File: src/rtl/iterative_alu.sv
// Purpose: execution-stage ALU; single-cycle logic/arith, bit-serial SLL/SRL/SRA.
// Latency: done in cycle start+1, or start+1+shamt for shifts with shamt>0.
// Backpressure: busy=1 while shifting; start is ignored (not queued) while busy.
//
// Ports:
//   clk, rst              clock (rising edge), asynchronous active-high reset
//   start                 operation request, sampled only when busy=0
//   alu_sel               ALU_* operation code from the ALU control decoder
//   a, b                  operands; b[SHAMT_W-1:0] is the shift amount
//   busy, done            in-flight indicator, one-cycle completion pulse
//   result                registered result, held until the next done
//   zero/carry/overflow/sign  flags for the registered result
module iterative_alu #(
  parameter int WIDTH   = 32,
  parameter int SHAMT_W = 5
) (
  input  logic               clk,
  input  logic               rst,
  input  logic               start,
  input  logic [3:0]         alu_sel,
  input  logic [WIDTH-1:0]   a,
  input  logic [WIDTH-1:0]   b,
  output logic               busy,
  output logic               done,
  output logic [WIDTH-1:0]   result,
  output logic               zero,
  output logic               carry,
  output logic               overflow,
  output logic               sign
);

  localparam logic [3:0] ALU_ADD  = 4'b0000;
  localparam logic [3:0] ALU_SLL  = 4'b0001;
  localparam logic [3:0] ALU_SLT  = 4'b0010;
  localparam logic [3:0] ALU_SLTU = 4'b0011;
  localparam logic [3:0] ALU_XOR  = 4'b0100;
  localparam logic [3:0] ALU_SRL  = 4'b0101;
  localparam logic [3:0] ALU_OR   = 4'b0110;
  localparam logic [3:0] ALU_AND  = 4'b0111;
  localparam logic [3:0] ALU_SUB  = 4'b1000;
  localparam logic [3:0] ALU_SRA  = 4'b1101;
  localparam logic [3:0] ALU_PASS = 4'b1111;

  typedef enum logic [1:0] {
    IDLE  = 2'd0,
    SHIFT = 2'd1,
    DONE  = 2'd2
  } state_t;

  state_t state, state_nxt;

  logic [3:0]         op_q;
  logic [WIDTH-1:0]   sh_q;
  logic [SHAMT_W-1:0] cnt_q;

  logic [SHAMT_W-1:0] shamt;
  logic               is_shift;
  logic               accept;
  logic               start_shift;
  logic               finish_single;
  logic               last_step;
  logic [WIDTH-1:0]   sh_step;

  logic [WIDTH:0]     sum_add;
  logic [WIDTH:0]     sum_sub;
  logic [WIDTH-1:0]   alu_res;
  logic               alu_c;
  logic               alu_v;

  assign shamt    = b[SHAMT_W-1:0];
  assign is_shift = (alu_sel == ALU_SLL) || (alu_sel == ALU_SRL) || (alu_sel == ALU_SRA);

  // Requests are only taken when no shift is in flight (IDLE or DONE).
  assign accept        = start && (state != SHIFT);
  assign start_shift   = accept && is_shift && (shamt != '0);
  assign finish_single = accept && !start_shift;
  assign last_step     = (state == SHIFT) && (cnt_q == SHAMT_W'(1));

  // One bit of the serial shifter; SRA replicates the current MSB.
  always_comb begin
    sh_step = sh_q;
    case (op_q)
      ALU_SLL: sh_step = {sh_q[WIDTH-2:0], 1'b0};
      ALU_SRL: sh_step = {1'b0, sh_q[WIDTH-1:1]};
      default: sh_step = {sh_q[WIDTH-1], sh_q[WIDTH-1:1]};
    endcase
  end

  // Single-cycle path works on the inputs in the start cycle, which is the
  // same data that gets latched on that edge.
  assign sum_add = {1'b0, a} + {1'b0, b};
  assign sum_sub = {1'b0, a} + {1'b0, ~b} + {{WIDTH{1'b0}}, 1'b1};

  always_comb begin
    alu_res = b;
    alu_c   = 1'b0;
    alu_v   = 1'b0;
    case (alu_sel)
      ALU_ADD: begin
        alu_res = sum_add[WIDTH-1:0];
        alu_c   = sum_add[WIDTH];
        alu_v   = (a[WIDTH-1] == b[WIDTH-1]) && (sum_add[WIDTH-1] != a[WIDTH-1]);
      end
      ALU_SUB: begin
        alu_res = sum_sub[WIDTH-1:0];
        alu_c   = sum_sub[WIDTH];
        alu_v   = (a[WIDTH-1] != b[WIDTH-1]) && (sum_sub[WIDTH-1] != a[WIDTH-1]);
      end
      ALU_SLT:  alu_res = {{(WIDTH-1){1'b0}}, ($signed(a) < $signed(b))};
      ALU_SLTU: alu_res = {{(WIDTH-1){1'b0}}, (a < b)};
      ALU_XOR:  alu_res = a ^ b;
      ALU_OR:   alu_res = a | b;
      ALU_AND:  alu_res = a & b;
      // Only reached with shamt == 0: the operand passes through unshifted.
      ALU_SLL, ALU_SRL, ALU_SRA: alu_res = a;
      ALU_PASS: alu_res = b;
      default:  alu_res = b;
    endcase
  end

  // State register.
  always_ff @(posedge clk or posedge rst) begin
    if (rst) begin
      state <= IDLE;
    end else begin
      state <= state_nxt;
    end
  end

  // Next state and handshake outputs.
  always_comb begin
    state_nxt = state;
    busy      = 1'b0;
    done      = 1'b0;
    case (state)
      IDLE: begin
        if (accept) state_nxt = start_shift ? SHIFT : DONE;
      end
      SHIFT: begin
        busy = 1'b1;
        if (last_step) state_nxt = DONE;
      end
      DONE: begin
        done = 1'b1;
        if (accept) state_nxt = start_shift ? SHIFT : DONE;
        else        state_nxt = IDLE;
      end
      default: state_nxt = IDLE;
    endcase
  end

  // Datapath: operand latch, serial shifter, result and flag registers.
  always_ff @(posedge clk or posedge rst) begin
    if (rst) begin
      op_q     <= '0;
      sh_q     <= '0;
      cnt_q    <= '0;
      result   <= '0;
      zero     <= 1'b0;
      carry    <= 1'b0;
      overflow <= 1'b0;
      sign     <= 1'b0;
    end else begin
      if (accept) op_q <= alu_sel;
      if (start_shift) begin
        sh_q  <= a;
        cnt_q <= shamt;
      end else if (state == SHIFT) begin
        sh_q  <= sh_step;
        cnt_q <= cnt_q - SHAMT_W'(1);
        if (last_step) begin
          result   <= sh_step;
          zero     <= (sh_step == '0);
          carry    <= 1'b0;
          overflow <= 1'b0;
          sign     <= sh_step[WIDTH-1];
        end
      end else if (finish_single) begin
        result   <= alu_res;
        zero     <= (alu_res == '0);
        carry    <= alu_c;
        overflow <= alu_v;
        sign     <= alu_res[WIDTH-1];
      end
    end
  end

endmodule

File: config.mk
export PLATFORM = sky130hd
export DESIGN_NAME = iterative_alu
export DESIGN_NICKNAME = d
export VERILOG_FILES = /design/src/rtl/iterative_alu.sv
export SDC_FILE = /design/constraint.sdc
export NUM_CORES = 1
export LEC_CHECK = 0
export CORE_ASPECT_RATIO = 0.5
export CORE_UTILIZATION = 42
export DETAILED_ROUTE_END_ITERATION = 8
export GPL_ROUTABILITY_DRIVEN = 0
export PLACE_DENSITY = 0.58
export SLEW_MARGIN = 20
export SYNTH_ARGS = -nofsm -noshare
export SYNTH_HDL_FRONTEND = slang
export SYNTH_SLANG_ARGS = --single-unit
File: constraint.sdc
create_clock -name clk -period 6.68 [get_ports clk]
set_input_delay 1.002 -clock clk [delete_from_list [all_inputs] [get_ports clk]]
set_output_delay 1.002 -clock clk [all_outputs]
set_load 0.05 [all_outputs]
Yosys cells after proc, flatten, opt, wreduce, memory -nomap -nowiden
Cells that the tools add are included.
{"block": "word_totals", "reg_bits": 79, "input_bits": 71, "output_inout_bits": 38, "word_cells": 90}
{"block": "classes", "add_sub_neg": 4, "n_lt_le_gt_ge": 2, "n_eq_ne": 21, "n_mux": 29, "bitwise": 5, "reduce_logical": 20}
{"op": "32-bit one-hot mux with 8 select lines", "n": 1}
{"op": "32-bit two-way mux", "n": 5}
{"op": "32-bit by 32-bit adder with 33-bit output", "n": 2}
{"op": "32-bit logical NOT", "n": 2}
{"op": "32-bit less-than comparator", "n": 2}
{"op": "32-bit one-hot mux with 2 select lines", "n": 1}
{"op": "33-bit by 1-bit adder with 33-bit output, second input constant", "n": 1}
{"op": "32-bit bitwise AND", "n": 1}
{"op": "32-bit NOT", "n": 1}
{"op": "32-bit bitwise OR", "n": 1}
{"op": "32-bit XOR", "n": 1}
{"op": "4-bit by 3-bit equality test with 1-bit output, second input constant", "n": 5}
{"op": "1-bit two-way mux", "n": 13}
{"op": "5-bit two-way mux", "n": 2}
{"op": "4-bit by 1-bit equality test with 1-bit output, second input constant", "n": 2}
{"op": "4-bit by 2-bit equality test with 1-bit output, second input constant", "n": 2}
{"op": "4-bit equality test, second input constant", "n": 2}
{"op": "2-bit two-way mux", "n": 4}
{"op": "1-bit logical AND", "n": 7}
{"op": "2-bit one-hot mux with 3 select lines", "n": 1}
{"op": "5-bit by 1-bit equality test with 1-bit output, second input constant", "n": 1}
{"op": "5-bit nonzero test", "n": 1}
{"op": "5-bit by 1-bit subtractor with 5-bit output, second input constant", "n": 1}
{"op": "4-bit logical NOT", "n": 1}
{"op": "other kinds (15)", "n": 21}

Depth between registers and ports, before layout
{"block": "depth", "depth_word": 9, "ltp_mapped": 15, "depth_no_buf": 15}

Worst setup path before layout
No wires, ideal clock.
{"block": "synth_timing", "kind": "input -> register", "start": "input port a[0]", "end": "register zero", "setup_time_ps": 92, "arrival_ps": 4025, "required_time_ps": 6588, "slack_ps": 2563, "path_stages": 13, "path_buffers": 0, "path_cell_list": "ha_1 > fa_1 > a211oi_1 > nor2_1 > a21oi_1 > mux2i_1 > o32ai_1 > o32ai_1 > nand4_1 > or4_1 > nor4_1 > nand4_1 > o31ai_2"}
{"block": "synth_between", "elab_chain_len": 6, "word_cells_on_any_way": 12, "classes_between": "add/sub: 3; order compare: 2; mux: 3; bitwise: 3; reduce/logical: 1"}
{"element": "start: declaration", "line_no": "21", "rtl": "input logic [WIDTH-1:0] a,"}
{"element": "32-bit by 32-bit adder with 33-bit output", "line_no": "92", "rtl": "assign sum_sub = {1'b0, a} + {1'b0, ~b} + {{WIDTH{1'b0}}, 1'b1};"}
{"element": "33-bit by 1-bit adder with 33-bit output", "line_no": "92"}
{"element": "32-bit one-hot mux with 8 select lines (*)", "line_no": "98", "rtl": "case (alu_sel)"}
{"element": "32-bit logical NOT (*)", "line_no": "180", "rtl": "zero <= (alu_res == '0);"}
{"element": "1-bit two-way mux (*)", "line_no": "178", "rtl": "end else if (finish_single) begin"}
{"element": "1-bit two-way mux (*)", "line_no": "168", "rtl": "end else if (state == SHIFT) begin"}
{"element": "end signal: assignment", "line_no": "173", "rtl": "zero <= (sh_step == '0);"}
{"element": "end signal: assignment", "line_no": "180"}
{"element": "end: declaration", "line_no": "26", "rtl": "output logic zero,"}
Every way passes the cells marked *; elsewhere a longest branch is shown, timed or not. The select of a mux whose other input is x is not followed.
A chain may end at the register's enable or synchronous reset.

Final worst setup path
Same ends and word-level chain as after synthesis.

==> results_dict.tcl <==
set metrics [dict create \
    status "finished clean" \
    grt_antenna_before_repair 3 \
    finalHoldViolCount 0 \
    synth-xor-area-share_pct 1.09 \
    critPathRequiredTime_ns 6.93 \
    rsz0062_at_grt "false" \
    rr_startpoint "state[0]" \
    grt_pass1_vias 11000 \
    layout.cells.non_filler 1842 \
    worstReg2RegEnd "zero" \
    hold-worst-slack_ns 0.476 \
    overflow 0 \
    place_inst 1826 \
    clkSinkCount 78 \
    vias_per_cell 6.67 \
    wl_per_cell_um 25.4 \
    cts_buffer_depth 2 \
    hold_buffers 0 \
    cts-root-buf "clkbuf_16" \
    antenna_left 0 \
    io_buffers 108 \
    seq_area_frac_synth_pct 18.7 \
    grt_max_degree 79 \
    post-route-min-period_ns 6.05 \
    grt_pass1_wl_um 69000 \
    max-slew-margin-rel_pct 30.2 \
    cp_data_arrival_time_ns 6.30 \
    antennaDiodeCount 0 \
    synth_top_area_cell "dfrtp_1" \
    hold_depth 1 \
    rows 40 \
    cts_resized 0 \
    tightest_slew_ns 1.05 \
    fin_crit_sh_pct 90.6 \
    post-route-util_pct 50.5 \
    die-area_um2 25600 \
    synth_area_um2 10500 \
    gr-usage-all-layers_pct 35.9 \
    peakVddDrop_mv 0.193 \
    ys_async_sr_fraction_pct 100 \
    syn-num-nets 1620 \
    critPathKind "primary input to flip-flop" \
    synthAdderAreaFrac_pct 13.0 \
    firstDrtPassIters 6 \
    syn_inst 1442 \
    htreeDepth 3 \
    nets 1679 \
    rrSetupSlack_ns 2.99 \
    setup_tns_ns 0 \
    setup_violations 0 \
    cts_buffers 9 \
    min_to "result[8]" \
    ys.warnings.count 0 \
    synth_edf_count 0 \
    clk_pin_slew_worst_paths_ns 0.06 \
    slew_viol_final 0 \
    yosys.area_share.simple_pct 22.5 \
    nFillCells 2461 \
    cts_tree "done" \
    worstSkewPairLatency_ns 0.34 \
    worstHoldStart "result[8]" \
    core_um2 24200 \
    synthFlopType "dfrtp_1" \
    routed_wl_um 46700 \
    reg2reg_depth 10 \
    drive_above_1_share_pct 6.57 \
    area_growth_pct 17.0 \
    ys_types 84 \
    cp-end-kind "flip-flop" \
    finClkSkew_ns 0.0141 \
    synth_top_family_by_area "compound AO/OA/AOI/OAI gates" \
    dp_hpwl_um 35700 \
    ios 109 \
    num_vias 12300 \
    syn_area_per_cell_um2 7.25 \
    clock.fmax_mhz 165 \
    start_util_pct 43.2 \
    die_w_um 225 \
    fp.dieH_um 114 \
    critical_path.max_fanout 5 \
    drt_drc_violations_left 0 \
    start_kind "primary input" \
    synth_area_leaders "dfrtp_1 19%, ha_1 13%, a21oi_1 6.4%" \
    drv_cap 0 \
    p_leak_nw 5.18 \
    ys_seq_elements 78 \
    cellPowerDensity_nw_per_um2 249 \
    drtIter0Drc 2166 \
    synth_top_area_share_pct 18.7 \
    muxShareOfSynthArea_pct 2.55 \
    post_cts_buffers 0 \
    hp-class "flip-flop to flip-flop" \
    synth_compound_area_share_pct 34.8 \
]
[per-layer routing]
layer	GRT usage [%]	routed length, um
met2	47.9	17700
met3	13.8	7340
met1	52.3	20400
met4	10.1	1250
met5	0	10
[cell families (layout without fill, tap and decap cells)]
family,Yosys count,after routing
compound gates,540,540
xor+xnor,13,13
fa+ha+maj,107,107
buf+inv,196,260
flops,78,78
mux,26,26
simple gates,482,482
[placed cells by master (no fill, tap or decap), types with 25 or more instances in the layout]
master	count
a211oi_1	26
a21oi_1	134
a221o_1	30
buf_4	34
clkdlybuf4s50_1	106
dfrtp_1	78
ha_1	105
inv_1	101
nand2_1	145
nand3_1	30
nor2_1	120
nor3_1	32
o21ai_0	117
o31ai_1	25
[state kept, by name, summed over array words and instances, names as in the netlist]
register  cells
zero          1
result       32
op_q          4
sh_q         32
carry         1
cnt_q         5
state         2
overflow      1
[final cells by class]
type / instances / area [um^2] / area share, %
Tap cell: 336 / 420 / 3.44
Sequential cell: 78 / 1950 / 16.0
Timing Repair Buffer: 142 / 1330 / 10.8
Multi-Input combinational cell: 1168 / 7780 / 63.6
Clock inverter: 6 / 134 / 1.09
Inverter: 102 / 384 / 3.14
Clock buffer: 10 / 229 / 1.87
[where the power goes]
group          total, mW  switching [mW]  internal, mW  leakage (nW)
combinational       1.61            1.04         0.565          4.03
clock              0.605           0.202         0.403         0.177
sequential         0.836           0.180         0.657         0.974
total               3.05            1.42          1.63          5.18
[worst max path at each step]
| stage | from | end | slack [ns] | cells after the start |
|---|---|---|---|---|
| finish | a[0] | zero | 0.63 | 14 |
| floorplan | a[0] | zero | 2.56 | 13 |
| global route | a[0] | zero | 0.62 | 14 |
| detailed placement | a[0] | zero | 0.63 | 14 |
| global placement | a[7] | zero | 0.63 | 14 |
| CTS | a[0] | zero | 0.96 | 14 |
[worst max-delay path, stage by stage]
cell and delay (ns):
clkdlybuf4s50_1 0.51, ha_1 0.31, fa_1 0.42, a211oi_1 0.40, nor2_1 0.20, a21oi_1 0.63
mux2i_1 0.27, o32ai_1 0.10, o32ai_1 0.81, nand4_1 0.35, or4_1 0.59, nor4_1 0.31
nand4_1 0.19, o31ai_2 0.20
[Yosys cell counts (15+ instances only)]
cell type	instances
a211oi_1	26
a21oi_1	134
a221o_1	30
a22oi_1	23
a31oi_1	19
buf_2	15
clkbuf_1	65
dfrtp_1	78
ha_1	105
inv_1	102
mux2i_1	21
nand2_1	145
nand2b_1	16
nand3_1	30
nand4_1	19
nor2_1	121
nor2b_1	19
nor3_1	33
nor4_1	25
o211ai_1	17
o21ai_0	117
o31ai_1	26
[stage by stage]
step	instance area, um^2	power, mW	setup WS (ns)
finish	12200	3.05	0.628
global route	12200	3.20	0.621
CTS	12200	3.01	0.957
detailed placement	11900	2.40	0.635
global placement	11900	2.38	0.633
floorplan	10500	1.83	2.56
(Power assumes the default switching activity.)
